### src/rtl/seq_restoring_divider_pkg.sv
// Shared definitions for the sequential restoring divider: state encoding,
// default operand width and the step-counter width helper.
package seq_restoring_divider_pkg;

    localparam int DEFAULT_WIDTH = 4;

    // Encoding is fixed so the debug state output decodes the same way in
    // every build: IDLE=0, RUN=1, DONE=2.
    typedef enum logic [1:0] {
        ST_IDLE = 2'd0,
        ST_RUN  = 2'd1,
        ST_DONE = 2'd2
    } state_t;

    // Bits needed to count down from width-1 to 0 (at least one bit).
    function automatic int cnt_width(input int width);
        return (width <= 2) ? 1 : $clog2(width);
    endfunction

endpackage

### src/rtl/seq_restoring_divider_div_step.sv
// One restoring-division iteration: shift the next dividend bit into the
// partial remainder, trial-subtract the divisor, and keep the difference
// only when it did not go negative.
module div_step
    import seq_restoring_divider_pkg::*;
#(
    parameter int WIDTH = DEFAULT_WIDTH
) (
    input  logic [WIDTH-1:0] r,
    input  logic [WIDTH-1:0] q,
    input  logic             din,
    input  logic [WIDTH-1:0] divisor,
    output logic [WIDTH-1:0] r_next,
    output logic [WIDTH-1:0] q_next
);

    logic [WIDTH-1:0] r_sh;
    logic [WIDTH-1:0] q_sh;
    logic [WIDTH:0]   trial;

    // Shift {r,q} left by one with the dividend bit entering r, then decide
    // the new quotient bit from the sign of the widened trial difference.
    // The partial remainder is always below 2**(WIDTH-1) before the shift,
    // so nothing is lost off the top of r.
    always_comb begin
        r_sh  = (r << 1) | {{(WIDTH-1){1'b0}}, din};
        q_sh  = q << 1;
        trial = {1'b0, r_sh} - {1'b0, divisor};
        if (!trial[WIDTH]) begin
            r_next = trial[WIDTH-1:0];
            q_next = q_sh | {{(WIDTH-1){1'b0}}, 1'b1};
        end else begin
            r_next = r_sh;
            q_next = q_sh;
        end
    end

endmodule

### src/rtl/seq_restoring_divider.sv
// Multi-cycle unsigned restoring divider, one quotient bit per clock.
//
// Handshake: a request is accepted on a rising clk edge where start=1 and
// busy=0 (IDLE or DONE state); dividend/divisor are sampled on that edge
// only. While busy=1, start is ignored. done pulses high for exactly one
// cycle, and quotient/remainder/div_by_zero are valid from that cycle until
// the next completion. A start in the done cycle is accepted back-to-back.
module seq_restoring_divider
    import seq_restoring_divider_pkg::*;
#(
    parameter int WIDTH = DEFAULT_WIDTH
) (
    input  logic             clk,
    input  logic             rst,
    input  logic             start,
    input  logic [WIDTH-1:0] dividend,
    input  logic [WIDTH-1:0] divisor,
    output logic             busy,
    output logic             done,
    output logic [WIDTH-1:0] quotient,
    output logic [WIDTH-1:0] remainder,
    output logic             div_by_zero,
    output logic [1:0]       dbg_state
);

    localparam int CW = cnt_width(WIDTH);

    state_t           state, state_n;
    logic [CW-1:0]    cnt, cnt_n;
    logic [WIDTH-1:0] a_q, a_n;      // dividend, consumed MSB first
    logic [WIDTH-1:0] d_q, d_n;      // latched divisor
    logic [WIDTH-1:0] r_q, r_n;      // partial remainder
    logic [WIDTH-1:0] q_q, q_n;      // partial quotient
    logic             busy_n, done_n, dbz_n;
    logic [WIDTH-1:0] quo_n, rem_n;
    logic [WIDTH-1:0] step_r, step_q;

    div_step #(
        .WIDTH(WIDTH)
    ) u_step (
        .r      (r_q),
        .q      (q_q),
        .din    (a_q[WIDTH-1]),
        .divisor(d_q),
        .r_next (step_r),
        .q_next (step_q)
    );

    assign dbg_state = state;

    // State register.
    always_ff @(posedge clk or posedge rst) begin
        if (rst) begin
            state <= ST_IDLE;
        end else begin
            state <= state_n;
        end
    end

    // Next-state and next-datapath decode. A zero divisor skips the
    // iterations: the first RUN cycle goes straight to DONE with the
    // saturated quotient and the untouched dividend as remainder.
    always_comb begin
        state_n = state;
        cnt_n   = cnt;
        a_n     = a_q;
        d_n     = d_q;
        r_n     = r_q;
        q_n     = q_q;
        busy_n  = busy;
        done_n  = 1'b0;
        quo_n   = quotient;
        rem_n   = remainder;
        dbz_n   = div_by_zero;
        case (state)
            ST_IDLE, ST_DONE: begin
                state_n = ST_IDLE;
                if (start) begin
                    a_n     = dividend;
                    d_n     = divisor;
                    r_n     = '0;
                    q_n     = '0;
                    cnt_n   = CW'(WIDTH-1);
                    busy_n  = 1'b1;
                    state_n = ST_RUN;
                end
            end
            ST_RUN: begin
                if (d_q == '0) begin
                    quo_n   = '1;
                    rem_n   = a_q;
                    dbz_n   = 1'b1;
                    done_n  = 1'b1;
                    busy_n  = 1'b0;
                    state_n = ST_DONE;
                end else begin
                    a_n   = a_q << 1;
                    r_n   = step_r;
                    q_n   = step_q;
                    cnt_n = cnt - CW'(1);
                    if (cnt == '0) begin
                        quo_n   = step_q;
                        rem_n   = step_r;
                        dbz_n   = 1'b0;
                        done_n  = 1'b1;
                        busy_n  = 1'b0;
                        state_n = ST_DONE;
                    end
                end
            end
            default: begin
                state_n = ST_IDLE;
                busy_n  = 1'b0;
            end
        endcase
    end

    // Datapath and output registers; reset abandons any division in flight.
    always_ff @(posedge clk or posedge rst) begin
        if (rst) begin
            cnt         <= '0;
            a_q         <= '0;
            d_q         <= '0;
            r_q         <= '0;
            q_q         <= '0;
            busy        <= 1'b0;
            done        <= 1'b0;
            quotient    <= '0;
            remainder   <= '0;
            div_by_zero <= 1'b0;
        end else begin
            cnt         <= cnt_n;
            a_q         <= a_n;
            d_q         <= d_n;
            r_q         <= r_n;
            q_q         <= q_n;
            busy        <= busy_n;
            done        <= done_n;
            quotient    <= quo_n;
            remainder   <= rem_n;
            div_by_zero <= dbz_n;
        end
    end

endmodule

### config.mk
export PLATFORM = sky130hd
export DESIGN_NAME = seq_restoring_divider
export DESIGN_NICKNAME = d
export VERILOG_FILES = /design/src/rtl/seq_restoring_divider_pkg.sv /design/src/rtl/seq_restoring_divider_div_step.sv /design/src/rtl/seq_restoring_divider.sv
export SDC_FILE = /design/constraint.sdc
export NUM_CORES = 1
export LEC_CHECK = 0
export ABC_AREA = 0
export ABC_CLOCK_PERIOD_IN_PS = 2600
export CAP_MARGIN = 40
export CELL_PAD_IN_SITES_DETAIL_PLACEMENT = 1
export CELL_PAD_IN_SITES_GLOBAL_PLACEMENT = 1
export CORE_ASPECT_RATIO = 0.5
export CORE_MARGIN = 8
export CORE_UTILIZATION = 40
export CTS_CLUSTER_SIZE = 28
export DETAILED_ROUTE_END_ITERATION = 12
export PLACE_DENSITY_LB_ADDON = 0.1
export SLEW_MARGIN = 20
export SYNTH_ARGS = -nofsm -noshare
export SYNTH_HDL_FRONTEND = slang
export SYNTH_SLANG_ARGS = --single-unit
### constraint.sdc
create_clock -name clk -period 2.6 [get_ports clk]
set_input_delay 0.52 -clock clk [delete_from_list [all_inputs] [get_ports clk]]
set_output_delay 0.52 -clock clk [all_outputs]
set_load 0.02 [all_outputs]
==> metrics.txt <==
# TYPE chip_impl_metric gauge
chip_impl_info{name="cts_tree",value="yes"} 1
chip_impl_metric{name="numPortBuffers",unit=""} 23
chip_impl_metric{name="design.die.area",unit="µm²"} 5785
chip_impl_metric{name="hold_ws",unit="ps"} 482.9
chip_impl_metric{name="routed_wire_length_per_instance",unit="µm"} 17.32
chip_impl_metric{name="path_max_fanout",unit=""} 3
chip_impl_info{name="gr-max-usage-layer",value="met2"} 1
chip_impl_metric{name="max_freq",unit="GHz"} 0.4537
chip_impl_info{name="synth-main-ff-cell",value="sky130_fd_sc_hd__dfrtp_1"} 1
chip_impl_metric{name="detailroute.via_count",unit=""} 1152
chip_impl_metric{name="synth.avg_cell_area",unit="µm²"} 10.27
chip_impl_metric{name="yosys.area_share.adder",unit="%"} 5.872
chip_impl_info{name="synth.cells.most_frequent",value="29 x sky130_fd_sc_hd__dfrtp_1, 17 x sky130_fd_sc_hd__o21ai_0, 16 x sky130_fd_sc_hd__nand2_1, 11 x sky130_fd_sc_hd__inv_1, 8 x sky130_fd_sc_hd__nand3_1"} 1
chip_impl_info{name="timing.hold.worst_endpoint",value="busy$_DFFE_PP0P_"} 1
chip_impl_metric{name="wire_length_of_the_first_global_routing_pass",unit="µm"} 6665
chip_impl_metric{name="tightestPinTransition",unit="ps"} 603.8
chip_impl_info{name="critical_path.startpoint_type",value="flip-flop"} 1
chip_impl_metric{name="max_cap_violations",unit=""} 0
chip_impl_metric{name="grt.met2_usage",unit="%"} 24.22
chip_impl_metric{name="clock_path_buffers",unit=""} 2
chip_impl_info{name="combinational_family_with_the_most_area_after_synthesis",value="compound AO/OA/AOI/OAI gates"} 1
chip_impl_metric{name="h-tree-depth",unit=""} 2
chip_impl_info{name="startpoint",value="d_q[0]$_DFFE_PP0P_"} 1
chip_impl_metric{name="cts_made_buffers",unit=""} 5
chip_impl_metric{name="worst_skew_pair_latency",unit="ps"} 280
chip_impl_metric{name="synth_fp_nets",unit=""} 154
chip_impl_metric{name="muxShareOfSynthArea",unit="%"} 4.537
chip_impl_metric{name="count_of_clock_tree_sinks",unit=""} 29
chip_impl_metric{name="yosys_register_bits",unit=""} 29
chip_impl_metric{name="count_of_yosys_warnings_during_synthesis",unit=""} 0
chip_impl_metric{name="post_cts.repair.setup_buffers",unit=""} 0
chip_impl_metric{name="global_route.usage.met3",unit="%"} 4.893
chip_impl_metric{name="drtPass1Iterations",unit=""} 4
chip_impl_metric{name="synth-seq-area-share",unit="%"} 51.60
chip_impl_info{name="outcome",value="finished, final reports clean"} 1
chip_impl_metric{name="number_of_hold_buffers_added_after_cts",unit=""} 0
chip_impl_metric{name="cts-resized-gates",unit=""} 0
chip_impl_metric{name="global_route.usage.total",unit="%"} 14.93
chip_impl_metric{name="yosys.area_share.xor_xnor",unit="%"} 0.6228
chip_impl_metric{name="ir_worst_vdd",unit="V"} 0.0005833
chip_impl_metric{name="syn_area",unit="µm²"} 1406
chip_impl_metric{name="critPathMaxStageDelay",unit="ps"} 420
chip_impl_info{name="post_synth_main_area_contributors",value="sky130_fd_sc_hd__dfrtp_1 52%, sky130_fd_sc_hd__o21ai_0 6.0%, sky130_fd_sc_hd__ha_1 4.4%"} 1
chip_impl_metric{name="post_synthesis_share_of_cell_area_spent_on_and_or_nand_and_nor_gates",unit="%"} 16.19
chip_impl_info{name="crit_type",value="reg2reg"} 1
chip_impl_metric{name="gr_ovfl_total",unit=""} 0
chip_impl_metric{name="unique_masters_post_synth",unit=""} 35
chip_impl_metric{name="synth_top_area_share",unit="%"} 51.60
chip_impl_metric{name="post_drt_via_cell_ratio",unit=""} 5.284
chip_impl_metric{name="finish.net_count",unit=""} 183
chip_impl_metric{name="largest_net_degree_at_the_start_of_global_routing",unit=""} 30
chip_impl_metric{name="fin_worst_skew",unit="ps"} 4.634
chip_impl_metric{name="clk_transition_reported_paths",unit="ps"} 60
chip_impl_info{name="grt_setup_unrepaired",value="no"} 1
chip_impl_metric{name="finalCritPeriodShare",unit="%"} 84.78
chip_impl_metric{name="antenna_found_initial",unit=""} 0
chip_impl_metric{name="worst_hold_path.num_cells",unit=""} 2
chip_impl_metric{name="number_of_synthesized_flops_with_an_enable_pin",unit=""} 0
chip_impl_metric{name="first_iter_violations",unit=""} 49
chip_impl_metric{name="layout-area-overhead-vs-synth",unit="%"} 26.96
chip_impl_metric{name="globalRouteMet1Util",unit="%"} 18.30
chip_impl_metric{name="fp.dieH",unit="µm"} 57.93
chip_impl_info{name="r2r-start",value="d_q[0]$_DFFE_PP0P_"} 1
chip_impl_metric{name="floorplan.initialDensity",unit="%"} 41.40
chip_impl_metric{name="ys_async_sr_fraction",unit="%"} 100.0
chip_impl_info{name="cts.root.buffer_cell",value="sky130_fd_sc_hd__clkbuf_8"} 1
chip_impl_info{name="beginning_of_the_worst_hold_path",value="busy$_DFFE_PP0P_"} 1
chip_impl_metric{name="ant_nets",unit=""} 0
chip_impl_metric{name="final-setup-viol-count",unit=""} 0
chip_impl_metric{name="gp_congestion",unit=""} 0.7853
chip_impl_metric{name="placeableCoreArea",unit="µm²"} 3397
chip_impl_metric{name="routed_wirelength",unit="µm"} 3776
chip_impl_metric{name="hpwl",unit="µm"} 2623
chip_impl_metric{name="drcViolationCount",unit=""} 0
chip_impl_metric{name="total_leakage_power",unit="nW"} 0.8034
chip_impl_metric{name="post_synthesis_cells",unit=""} 137
chip_impl_info{name="capturing_point_of_the_worst_reg2reg_path",value="remainder[3]$_DFFE_PP0P_"} 1
chip_impl_metric{name="critical_path_required",unit="ps"} 2760
chip_impl_metric{name="num_io_pins",unit=""} 24
chip_impl_metric{name="timing.final.crit_period",unit="ps"} 2204
chip_impl_info{name="endpoint_kind",value="flip-flop"} 1
chip_impl_metric{name="timing.final.hold_violations",unit=""} 0
chip_impl_metric{name="drive_gt1_share",unit="%"} 10.18
chip_impl_info{name="synth.most_common_cell",value="sky130_fd_sc_hd__dfrtp_1"} 1
chip_impl_info{name="hp-class",value="reg2reg"} 1
chip_impl_metric{name="power_per_cell_area",unit="nW/µm²"} 1501
chip_impl_metric{name="r2r_cells",unit=""} 7
chip_impl_metric{name="finalSetupTns",unit="ps"} 0
chip_impl_metric{name="total_number_of_placement_rows",unit=""} 15
chip_impl_metric{name="timing.slew.headroom",unit="%"} 59.67
chip_impl_metric{name="synth_compound_gate_area_share",unit="%"} 16.81
chip_impl_info{name="cp_cell_sequence",value="ha_1 -> fa_1 -> and2b_1 -> o21ai_1 -> a311o_1 -> a221oi_1 -> o21ai_0"} 1
chip_impl_metric{name="final_slew_violations",unit=""} 0
chip_impl_metric{name="num_antenna_cells",unit=""} 0
chip_impl_info{name="synth_largest_area_cell",value="sky130_fd_sc_hd__dfrtp_1"} 1
chip_impl_metric{name="floorplan.die.width",unit="µm"} 99.86
chip_impl_metric{name="first_global_vias",unit=""} 1300
chip_impl_metric{name="reg2reg_setup_slack",unit="ps"} 400
chip_impl_info{name="timing.critical_path.slowest_stage_cell",value="sky130_fd_sc_hd__dfrtp_1"} 1
chip_impl_metric{name="worstPathArrival",unit="ps"} 2370
-- logic make-up (layout without fill, tap and decap cells) --
logic type               after synthesis  count (layout)
flip-flops                            29              29
multiplexers                           6               6
XOR/XNOR                               1               1
AND/OR/NAND/NOR                       43              43
buffers and inverters                 15              45
adder cells (fa/ha/maj)                6               6
AO/OA/AOI/OAI                         37              37
-- flip-flops by register name, indices dropped and copies added (netlist names) --
| signal | flops |
|---|---|
| a_q | 4 |
| busy | 1 |
| cnt | 2 |
| d_q | 4 |
| dbg_state | 2 |
| div_by_zero | 1 |
| done | 1 |
| q_q | 3 |
| quotient | 4 |
| r_q | 3 |
| remainder | 4 |
-- metal layers --
metal / routed length (µm) / part of all wire (%)
met5: 0 / 0
met3: 181 / 4.8
met2: 1723 / 46
met1: 1830 / 48
met4: 42 / 1.1
-- per-stage QoR --
step / utilization (%) / total power [mW] / cell area [µm²] / worst slack, ps / cells
finish: 52.56 / 2.681 / 1785 / 395.8 / 218
global placement: 50.13 / 2.278 / 1703 / 447.5 / 210
CTS: 52.56 / 2.695 / 1785 / 369.5 / 218
global route: 52.56 / 2.906 / 1785 / 253.9 / 218
floorplan: - / 1.807 / 1406 / 536.6 / 137
detailed placement: 50.13 / 2.301 / 1703 / 374.0 / 210
-- final cells by class --
cell class,instances,area (µm²)
Clock inverter,2,10.01
Fill cell,380,1612
Inverter,11,41.29
Tap cell,51,63.81
Clock buffer,6,72.57
Timing Repair Buffer,26,252.7
Sequential cell,29,725.7
Multi-Input combinational cell,93,619.3
-- worst max path at each step --
| stage | cells past startpoint | endpoint |
|---|---|---|
| 2_1_floorplan | 7 | remainder[3]$_DFFE_PP0P_ |
| 3_3_place_gp | 7 | remainder[3]$_DFFE_PP0P_ |
| 3_5_place_dp | 7 | remainder[3]$_DFFE_PP0P_ |
| 4_1_cts | 7 | remainder[3]$_DFFE_PP0P_ |
| 5_1_grt | 8 | remainder[3]$_DFFE_PP0P_ |
| 6_report | 7 | remainder[3]$_DFFE_PP0P_ |
-- power by group --
group | switching, mW | total, mW | leakage (nW) | internal (mW)
logic | 0.836 | 1.48 | 0.405 | 0.640
clock network | 0.182 | 0.368 | 0.0450 | 0.185
registers | 0.165 | 0.837 | 0.353 | 0.672
-- cell usage in the layout (no fill, tap or decap), types with 2 or more instances in the layout --
cell type and count:
sky130_fd_sc_hd__a21oi_1 4, sky130_fd_sc_hd__a32oi_1 3, sky130_fd_sc_hd__and2b_1 2, sky130_fd_sc_hd__buf_4 3
sky130_fd_sc_hd__clkbuf_8 5, sky130_fd_sc_hd__clkdlybuf4s50_1 23, sky130_fd_sc_hd__clkinv_2 2, sky130_fd_sc_hd__dfrtp_1 29
sky130_fd_sc_hd__ha_1 5, sky130_fd_sc_hd__inv_1 11, sky130_fd_sc_hd__mux2_2 3, sky130_fd_sc_hd__mux2i_1 3
sky130_fd_sc_hd__nand2_1 16, sky130_fd_sc_hd__nand3_1 8, sky130_fd_sc_hd__nor2_1 6, sky130_fd_sc_hd__nor2b_1 3
sky130_fd_sc_hd__nor4b_1 2, sky130_fd_sc_hd__o21ai_0 17, sky130_fd_sc_hd__o21bai_1 2, sky130_fd_sc_hd__o22a_1 3
-- worst max-delay path: cells and delay by family, from the launching register on --
family                     cells  cell delay [ps]
AOI/OAI and AO/OA              4              770
adders and majority gates      2              630
DFF                            1              420
and+or+nand+nor                1              260
Power figures use the tool's default switching activity.
